--- src/rtl/bootrom_ctrl.sv ---
// Boot ROM sequencer: copies ROM into SRAM while sharing the ROM read port with the CPU.
// Optional mod-256 checksum of copied bytes is built when BOOTROM_CHECKSUM_EN is defined.
module bootrom_ctrl #(
    parameter int                 SRAM_AW   = 19,
    parameter logic [SRAM_AW-1:0] DEST_BASE = '0,
    parameter int                 ROM_BYTES = 64
) (
    input  logic               clk,
    input  logic               rst_n,
    output logic [13:0]        rom_a,
    input  logic [7:0]         rom_dout,
    output logic [SRAM_AW-1:0] sram_a,
    output logic [7:0]         sram_din,
    output logic               sram_we,
    input  logic               sram_ready,
    input  logic               cpu_req,
    input  logic [13:0]        cpu_a,
    output logic               cpu_ack,
    output logic [7:0]         cpu_dout,
    output logic               busy,
    output logic               done,
    output logic [7:0]         checksum
);
    localparam int IW = (ROM_BYTES > 1) ? $clog2(ROM_BYTES) : 1;
    localparam logic [IW-1:0] LAST_IDX = IW'(ROM_BYTES - 1);

    typedef enum logic [2:0] {ARB, C_ADDR, C_WAIT, C_WR, P_ADDR, P_WAIT, P_ACK} state_t;

    state_t        state_q, state_d;
    logic [IW-1:0] idx_q, idx_d;
    logic [13:0]   rom_a_q, rom_a_d;
    logic [7:0]    data_q, data_d;
    logic [7:0]    cpu_dout_q, cpu_dout_d;
    logic          last_cpu_q, last_cpu_d;
    logic          busy_q, busy_d;
    logic          done_q, done_d;
    logic          grant_cpu;

    // CPU wins the slot unless it had the previous one and the copy still needs a turn.
    assign grant_cpu = cpu_req && (!last_cpu_q || done_q);

    always_ff @(posedge clk) begin
        if (!rst_n) begin
            state_q    <= ARB;
            idx_q      <= '0;
            rom_a_q    <= '0;
            data_q     <= '0;
            cpu_dout_q <= '0;
            last_cpu_q <= 1'b0;
            busy_q     <= 1'b1;
            done_q     <= 1'b0;
        end else begin
            state_q    <= state_d;
            idx_q      <= idx_d;
            rom_a_q    <= rom_a_d;
            data_q     <= data_d;
            cpu_dout_q <= cpu_dout_d;
            last_cpu_q <= last_cpu_d;
            busy_q     <= busy_d;
            done_q     <= done_d;
        end
    end

    always_comb begin
        state_d    = state_q;
        idx_d      = idx_q;
        rom_a_d    = rom_a_q;
        data_d     = data_q;
        cpu_dout_d = cpu_dout_q;
        last_cpu_d = last_cpu_q;
        busy_d     = busy_q;
        done_d     = done_q;
        sram_we    = 1'b0;
        cpu_ack    = 1'b0;
        case (state_q)
            ARB: begin
                if (grant_cpu) begin
                    state_d    = P_ADDR;
                    rom_a_d    = cpu_a;
                    last_cpu_d = 1'b1;
                end else if (!done_q) begin
                    state_d    = C_ADDR;
                    rom_a_d    = 14'(idx_q);
                    last_cpu_d = 1'b0;
                end
            end
            C_ADDR: state_d = C_WAIT;
            C_WAIT: begin
                data_d  = rom_dout;
                state_d = C_WR;
            end
            C_WR: begin
                sram_we = 1'b1;
                if (sram_ready) begin
                    state_d = ARB;
                    // Index saturates at the last byte so it never wraps after done.
                    if (idx_q == LAST_IDX) begin
                        done_d = 1'b1;
                        busy_d = 1'b0;
                    end else begin
                        idx_d = idx_q + IW'(1);
                    end
                end
            end
            P_ADDR: state_d = P_WAIT;
            P_WAIT: begin
                cpu_dout_d = rom_dout;
                state_d    = P_ACK;
            end
            P_ACK: begin
                cpu_ack = 1'b1;
                state_d = ARB;
            end
            default: state_d = ARB;
        endcase
    end

    assign rom_a    = rom_a_q;
    assign sram_a   = DEST_BASE + SRAM_AW'(idx_q);
    assign sram_din = data_q;
    assign cpu_dout = cpu_dout_q;
    assign busy     = busy_q;
    assign done     = done_q;

`ifdef BOOTROM_CHECKSUM_EN
    logic [7:0] csum_q, csum_d;

    assign csum_d = (state_q == C_WR && sram_ready) ? csum_q + data_q : csum_q;

    always_ff @(posedge clk) begin
        if (!rst_n) csum_q <= '0;
        else        csum_q <= csum_d;
    end

    assign checksum = csum_q;
`else
    assign checksum = 8'h00;
`endif

endmodule

--- config.mk ---
export PLATFORM = sky130hd
export DESIGN_NAME = bootrom_ctrl
export DESIGN_NICKNAME = d
export VERILOG_FILES = /design/src/rtl/bootrom_ctrl.sv
export SDC_FILE = /design/constraint.sdc
export NUM_CORES = 1
export LEC_CHECK = 0
export BUFFER_PORTS_ARGS = -buffer_cell sky130_fd_sc_hd__buf_2
export CORE_MARGIN = 2
export CORE_UTILIZATION = 25
export CTS_CLUSTER_SIZE = 16
export DETAILED_ROUTE_END_ITERATION = 10
export GPL_ROUTABILITY_DRIVEN = 0
export PLACE_DENSITY_LB_ADDON = 0.3
export SLEW_MARGIN = 20
export SYNTH_ARGS = -nofsm -noshare
export SYNTH_HDL_FRONTEND = slang
export SYNTH_SLANG_ARGS = --single-unit
export TNS_END_PERCENT = 30
--- constraint.sdc ---
create_clock -name clk -period 1.85 [get_ports clk]
set_input_delay 0.37 -clock clk [delete_from_list [all_inputs] [get_ports clk]]
set_output_delay 0.37 -clock clk [all_outputs]
set_load 0.05 [all_outputs]
* Yosys cells after proc, flatten, opt, wreduce, memory -nomap -nowiden *
Index checks and enable logic that the tools add are counted.

cells by class
  equality and inequality tests = 10
  multiplexer cells = 10
  $add $sub $neg = 1
  reductions and logical operators = 8
  bitwise operators = 1

operator list
  cell                                                   number
  two-way mux 14 bit                                     2
  case mux 3 bit (6 select lines)                        1
  == test 3 bit, second input constant                   3
  two-way mux 3 bit                                      3
  adder 6 x 1 -> 6 bit, second input constant            1
  == test 3 x 2 -> 1 bit, second input constant          2
  == test 6 bit, second input constant                   1
  AND reduction 3 bit                                    2
  two-way mux 1 bit                                      4
  AND reduction 2 bit                                    2
  == test 3 x 1 -> 1 bit, second input constant          1
  zero test 3 bit                                        1
  inequality test 3 bit, second input constant           1
  inequality test 2 x 1 -> 1 bit, second input constant  1
  inequality test 2 bit, second input constant           1
  logical AND 1 bit                                      1
  zero test 1 bit                                        1
  logical OR 1 bit                                       1
  NOT 1 bit                                              1

storage, ports and cells
  logic and storage cells = 38
  bits of input ports = 26
  output and inout port bits = 61
  register bits after elaboration = 42

* Depth between registers and ports, before layout *
Gate-level depths: netlist of run 1.

  depth after elaboration = 5
  depth in mapped cells = 6
  mapped depth without buffers = 5

* Least setup slack after synthesis of run 1 *
Ideal clock, no wire load.

  kind = register to output
  start = register state_q[2]
  end = output port sram_we
  cell stages (with the launch flop) = 4
  required time = 1480 ps
  arrival = 1778 ps
  setup slack = -298 ps
  buffers on the path = 2
  path through = dfxtp_1 > buf_6 > clkbuf_1 > nor3b_1

between the ends
  longest elaborated chain between the ends = 2

ends and longest elaborated chain
  what                      line  source
  start: declaration        29    state_t state_q, state_d;
  start signal: assignment  53    state_q <= state_d;
  == test 3 x 2 -> 1 bit    75    case (state_q)
  two-way mux 1 bit         75
  end: declaration          14    output logic sram_we,

Every way passes these cells.

* Final worst setup path of run 1 *
  start = register state_q[0]
  end = output port sram_we

The elaborated chain is that of the path after synthesis.

==> results_dict.tcl, run 1 <==
set metrics [dict create \
    status "finished clean" \
    synth-async-reset-ratio 0 \
    crit_path_start "state_q[0]$_SDFFE_PN0P_" \
    yosysTopAreaCell "dfxtp_1" \
    r2r_end "idx_q[2]$_SDFFE_PN0P_" \
    cp.required_ns 1.48 \
    nNetsFinal 298 \
    port_buffers 65 \
    diodes 0 \
    clkSinkCount 42 \
    pre_cts_ws_ns 0.248 \
    p_seq_frac 0.411 \
    ys.flop_type "dfxtp_1" \
    start_kind "flip-flop" \
    post_cts_buffers 0 \
    clockRootBuffer "clkbuf_8" \
    drt-initial-drc-count 55 \
    fin_crit_ns 1.68 \
    netlist_top_cells_area "dfxtp_1 44%, buf_4 8.3%, mux2i_1 7.9%" \
    cts_tree "built" \
    die_h_um 91.0 \
    clockBufferDepth 2 \
    path_class "reg -> out" \
    p_switching_mw 0.931 \
    cap_viol_max_count 0 \
    slew_headroom 0.656 \
    fmax_mhz 595 \
    combPwrFrac 0.305 \
    total_power_mw 2.53 \
    power_density_nw_per_um2 1060 \
    avgSynthCellArea_um2 9.31 \
    ioPinCount 87 \
    hold_viol 0 \
    ant_nets 0 \
    grt_pass1_wl_mm 6.99 \
    initial_core_util 0.259 \
    num_vias 1600 \
    dieArea_um2 8270 \
    synthesis.instances 203 \
    fin_ws_ns 0.170 \
    arrival_ns 1.31 \
    r2r-start "idx_q[0]$_SDFFE_PN0P_" \
    p_sw_frac 0.369 \
    cp_slowest_cell "dfxtp_1" \
    synth_edf_count 0 \
    slew_violations 0 \
    grt_start_max_net_pins 26 \
    clock_latency_ns 0.29 \
    p_leak_nw 1.08 \
    crit_path_end_kind "primary output" \
    r2r_cells 5 \
    core_um2 7290 \
    grt_overflow 0 \
    p_int_mw 1.60 \
    dieWidth_um 91.0 \
    vias_per_cell 4.31 \
    path_cells "nor3b_2 > buf_2" \
    fill_cells 814 \
    drc_errors 0 \
    finalSetupViolCount 0 \
    wire_per_inst_um 11.6 \
    fin_crit_sh 0.908 \
    area_growth_pct 25.9 \
    critPathMaxStageDelay_ns 0.52 \
    dp_hpwl_mm 3.16 \
    rsz0062_at_grt "no" \
    ys_seq_elements 42 \
    yosysMostFrequentCell "dfxtp_1" \
    syn_area_um2 1890 \
    yosysWarnings 0 \
    critPathMaxFanout 9 \
    grt_util_all_layers 0.105 \
    seq_area_frac_synth 0.445 \
    path_clk_slew_ns 0.08 \
    max_slew.worst_pin.slew_ns 0.517 \
    yosysUniqueCellTypes 35 \
    firstDrtPassIters 4 \
    wl_mm 4.31 \
    cts_buffers 5 \
    crit_path_end "sram_we" \
    synth_common_cells "42 x dfxtp_1, 32 x nor2_1, 21 x buf_4" \
    synth.top_cell.area_share 0.445 \
    antenna_found_initial 0 \
    r2r_slack_ns 0.24 \
    clockPowerShare 0.284 \
    cts_max_level 2 \
    min-delay-path-class "in -> reg" \
    grt_pass1_vias 1379 \
    rows 31 \
    layout-drive-gt1-share 0.338 \
    fin_skew_ns 0.00967 \
    vdd_drop_max_mv 0.309 \
]
## worst max-delay path, delay by kind of cell (launching register included)
family / cells / cell delay, ns
AND/OR/NAND/NOR: 1 / 0.21
flip-flops: 1 / 0.52
buffers and inverters: 1 / 0.28
## layout by cell type, fill, tap and decap left out, types with 4 or more instances in the layout
cell type,Yosys,routed
mux2i_1,15,15
a211oi_2,4,4
nand2_1,12,12
buf_4,21,5
a211oi_1,5,5
buf_2,1,64
inv_1,4,4
a21oi_1,14,14
a22oi_1,8,8
dfxtp_1,42,40
clkbuf_8,0,5
nand3_1,10,10
conb_1,1,21
nor2_1,32,32
## layout make-up
class	count	area (µm²)	area share
Multi-Input combinational cell	146	896	0.376
Sequential cell	42	843	0.354
Timing Repair Buffer	71	389	0.163
Tap cell	99	124	0.0520
Clock buffer	6	72.6	0.0305
Clock inverter	2	37.5	0.0158
Inverter	5	18.8	0.00788
## worst min-delay path by stage
stage | startpoint | to | slack, ns | depth (start not counted)
after floorplan | rst_n | busy$_SDFFE_PN1P_ | 0.45 | 1
after global placement | cpu_dout[3]$_SDFFE_PN0N_ | cpu_dout[3]$_SDFFE_PN0N_ | 0.44 | 2
after CTS | cpu_a[6] | rom_a[6]$_SDFFE_PN0P_ | 0.31 | 3
after detailed placement | cpu_dout[5]$_SDFFE_PN0N_ | cpu_dout[5]$_SDFFE_PN0N_ | 0.45 | 2
final | rst_n | busy$_SDFFE_PN1P_ | 0.32 | 2
after global routing | rom_dout[4] | cpu_dout[4]$_SDFFE_PN0N_ | 0.33 | 3
## what timing repair did
item | CTS | global route
hold buffers | 0 | 0
setup endpoints to repair | 1 | 2
gates resized for setup | 1 | 3
## power groups by stage
| stage | clock [mW] | sequential [mW] | combinational (mW) |
|---|---|---|---|
| 3_3_place_gp | 0 | 1.06 | 0.767 |
| 5_1_grt | 0.783 | 1.05 | 0.825 |
| 2_1_floorplan | 0 | 1.26 | 0.461 |
| 4_1_cts | 0.747 | 1.04 | 0.774 |
| 6_report | 0.717 | 1.04 | 0.771 |
| 3_5_place_dp | 0 | 1.05 | 0.774 |
## flip-flops by register name, indices dropped and copies added (netlist names)
register    cells
cpu_dout        8
state_q         3
busy            1
rom_a          14
done            1
last_cpu_q      1
sram_din        8
idx_q           6
## cells by family after synthesis
| kind of cell | share of synthesized area |
|---|---|
| other | 0.00198 |
| XOR/XNOR | 0.00927 |
| multiplexers | 0.0794 |
| adder cells (fa/ha/maj) | 0.00662 |
| buffers and inverters | 0.124 |
| AO/OA/AOI/OAI | 0.160 |
| AND/OR/NAND/NOR | 0.175 |
| flip-flops | 0.445 |
## stage by stage
step	utilization	instances	TNS, ns	hold WS (ns)	instance area (µm²)
floorplan	-	223	-0.239	0.446	1970
global placement	0.310	363	0	0.440	2260
detailed placement	0.310	363	0	0.447	2260
CTS	0.326	371	0	0.311	2370
global route	0.327	371	0	0.325	2380
finish	0.327	371	0	0.322	2380
## per-layer routing
metal	GRT usage	wire (µm)
met5	0	0
met4	0.0417	69
met3	0.0307	249
met2	0.152	1980
met1	0.144	2020
(Power assumes the default switching activity.)
==> run 2: changes to the inputs <==
CTS_BUF_LIST = sky130_fd_sc_hd__clkbuf_4 sky130_fd_sc_hd__clkbuf_8   (was default)
==> run 2 against run 1 <==
Against the previous run:
- routed wire length is 0.23% lower
- register-to-register slack hardly changed
- clock-buffer cell count stayed put
- non-clock buffer count unchanged
- sequential cell count unchanged
- cell count did not move
- combinational power is essentially flat
- hold slack hardly changed
- die area did not move
- critical endpoint unchanged
- global-route usage did not move
==> results_dict.tcl, run 2 (synthesis gave the netlist of run 1 again) <==
set metrics [dict create \
    vdd_drop_max_mv 0.309 \
    wl_mm 4.30 \
    max_slew.worst_pin.slew_ns 0.517 \
    start_kind "flip-flop" \
    stdcell_area_um2 2380 \
    path_clk_slew_ns 0.08 \
    critPathMaxFanout 9 \
    dieArea_um2 8270 \
    dp_hpwl_mm 3.16 \
    finalSetupViolCount 0 \
    diodes 0 \
    total_power_mw 2.54 \
    fin_setup_tns_ns 0 \
    grt_start_max_net_pins 26 \
    slew_headroom 0.656 \
    nNetsFinal 298 \
    dieWidth_um 91.0 \
    grt_pass1_vias 1379 \
    grt_util_all_layers 0.105 \
    clkSinkCount 42 \
    cap_viol_max_count 0 \
    clockBufferDepth 2 \
    rsz0062_at_grt "no" \
    fin_crit_sh 0.908 \
    p_leak_nw 1.09 \
    r2r_slack_ns 0.24 \
    cts_buffers 5 \
    clock_latency_ns 0.29 \
    fin_crit_ns 1.68 \
    largest_register_ffs 14 \
    slew_violations 0 \
    layout-drive-gt1-share 0.342 \
    min-delay-path-class "in -> reg" \
    drt-initial-drc-count 55 \
    num_vias 1602 \
    firstDrtPassIters 4 \
    die_h_um 91.0 \
    initial_core_util 0.259 \
    drc_errors 0 \
    grt_pass1_wl_mm 6.99 \
    layout_common_cells "64 x buf_2, 40 x dfxtp_1, 32 x nor2_1, 21 x conb_1, 15 x mux2i_1" \
    final_common_cell "buf_2" \
    clockRootBuffer "clkbuf_8" \
    status "finished clean" \
    antenna_found_initial 0 \
    port_buffers 65 \
    cts_max_level 2 \
    core_um2 7290 \
    cp.required_ns 1.48 \
    arrival_ns 1.31 \
    vias_per_cell 4.32 \
    crit_path_end_kind "primary output" \
    grt_overflow 0 \
    fin_skew_ns 0.00955 \
    rows 31 \
    path_class "reg -> out" \
    area_growth_pct 26.1 \
    ioPinCount 87 \
    postPlaceCellArea_um2 2260 \
    hold_viol 0 \
    cts_tree "built" \
    fill_cells 812 \
    post_cts_buffers 0 \
    ant_nets 0 \
    wire_per_inst_um 11.6 \
    fmax_mhz 595 \
    power_density_nw_per_um2 1070 \
]
-- run 2: metrics by stage --
stage / hold slack [ns] / setup slack (ns) / cells / utilization
after floorplan: 0.446 / -0.239 / 223 / -
after global placement: 0.440 / 0.300 / 363 / 0.310
after detailed placement: 0.447 / 0.248 / 363 / 0.310
after CTS: 0.311 / 0.0482 / 371 / 0.326
after global routing: 0.325 / 0.0448 / 371 / 0.327
final: 0.323 / 0.170 / 371 / 0.327
-- run 2: cell type report --
| class | instances | area [µm²] | share of cell area |
|---|---|---|---|
| timing repair buffer | 71 | 389 | 0.163 |
| sequential | 42 | 843 | 0.354 |
| multi-input combinational | 146 | 896 | 0.376 |
| clock inverter | 2 | 37.5 | 0.0157 |
| inverter | 5 | 18.8 | 0.00787 |
| clock buffer | 6 | 76.3 | 0.0320 |
| tap | 99 | 124 | 0.0519 |
-- run 2: path summary, 6_finish.rpt --
check / start / to / cells after the start
setup / recovery: state_q[0]$_SDFFE_PN0P_ / sram_we / 2
hold / removal: cpu_a[6] / rom_a[6]$_SDFFE_PN0P_ / 3
setup reg to reg: idx_q[0]$_SDFFE_PN0P_ / idx_q[2]$_SDFFE_PN0P_ / 5
hold reg to reg: cpu_dout[6]$_SDFFE_PN0N_ / cpu_dout[6]$_SDFFE_PN0N_ / 2
-- run 2: routing by layer --
| layer | GRT usage | vias up | share of wire |
|---|---|---|---|
| met5 | 0 | - | 0 |
| met4 | 0.0417 | 0 | 0.016 |
| met3 | 0.0307 | 5 | 0.051 |
| met2 | 0.152 | 57 | 0.46 |
| met1 | 0.144 | 748 | 0.48 |
| li1 | - | 792 | - |
-- run 2: worst max-delay path, stage by stage (launching register included) --
cell and delay [ns]:
dfxtp_1 0.52, nor3b_2 0.21, buf_2 0.28
-- run 2: report_power, final --
group          internal, mW  leakage, nW  switching, mW
clock network         0.417       0.0548          0.313
registers             0.982        0.343         0.0560
logic                 0.210        0.688          0.561
total                  1.61         1.09          0.931
-- run 2: timing repair --
| action | 4_1_cts | 5_1_grt |
|---|---|---|
| gates resized for setup | 1 | 3 |
| endpoints found under the setup margin | 1 | 2 |
| pin swaps | 0 | 0 |
| hold buffers | 0 | 0 |
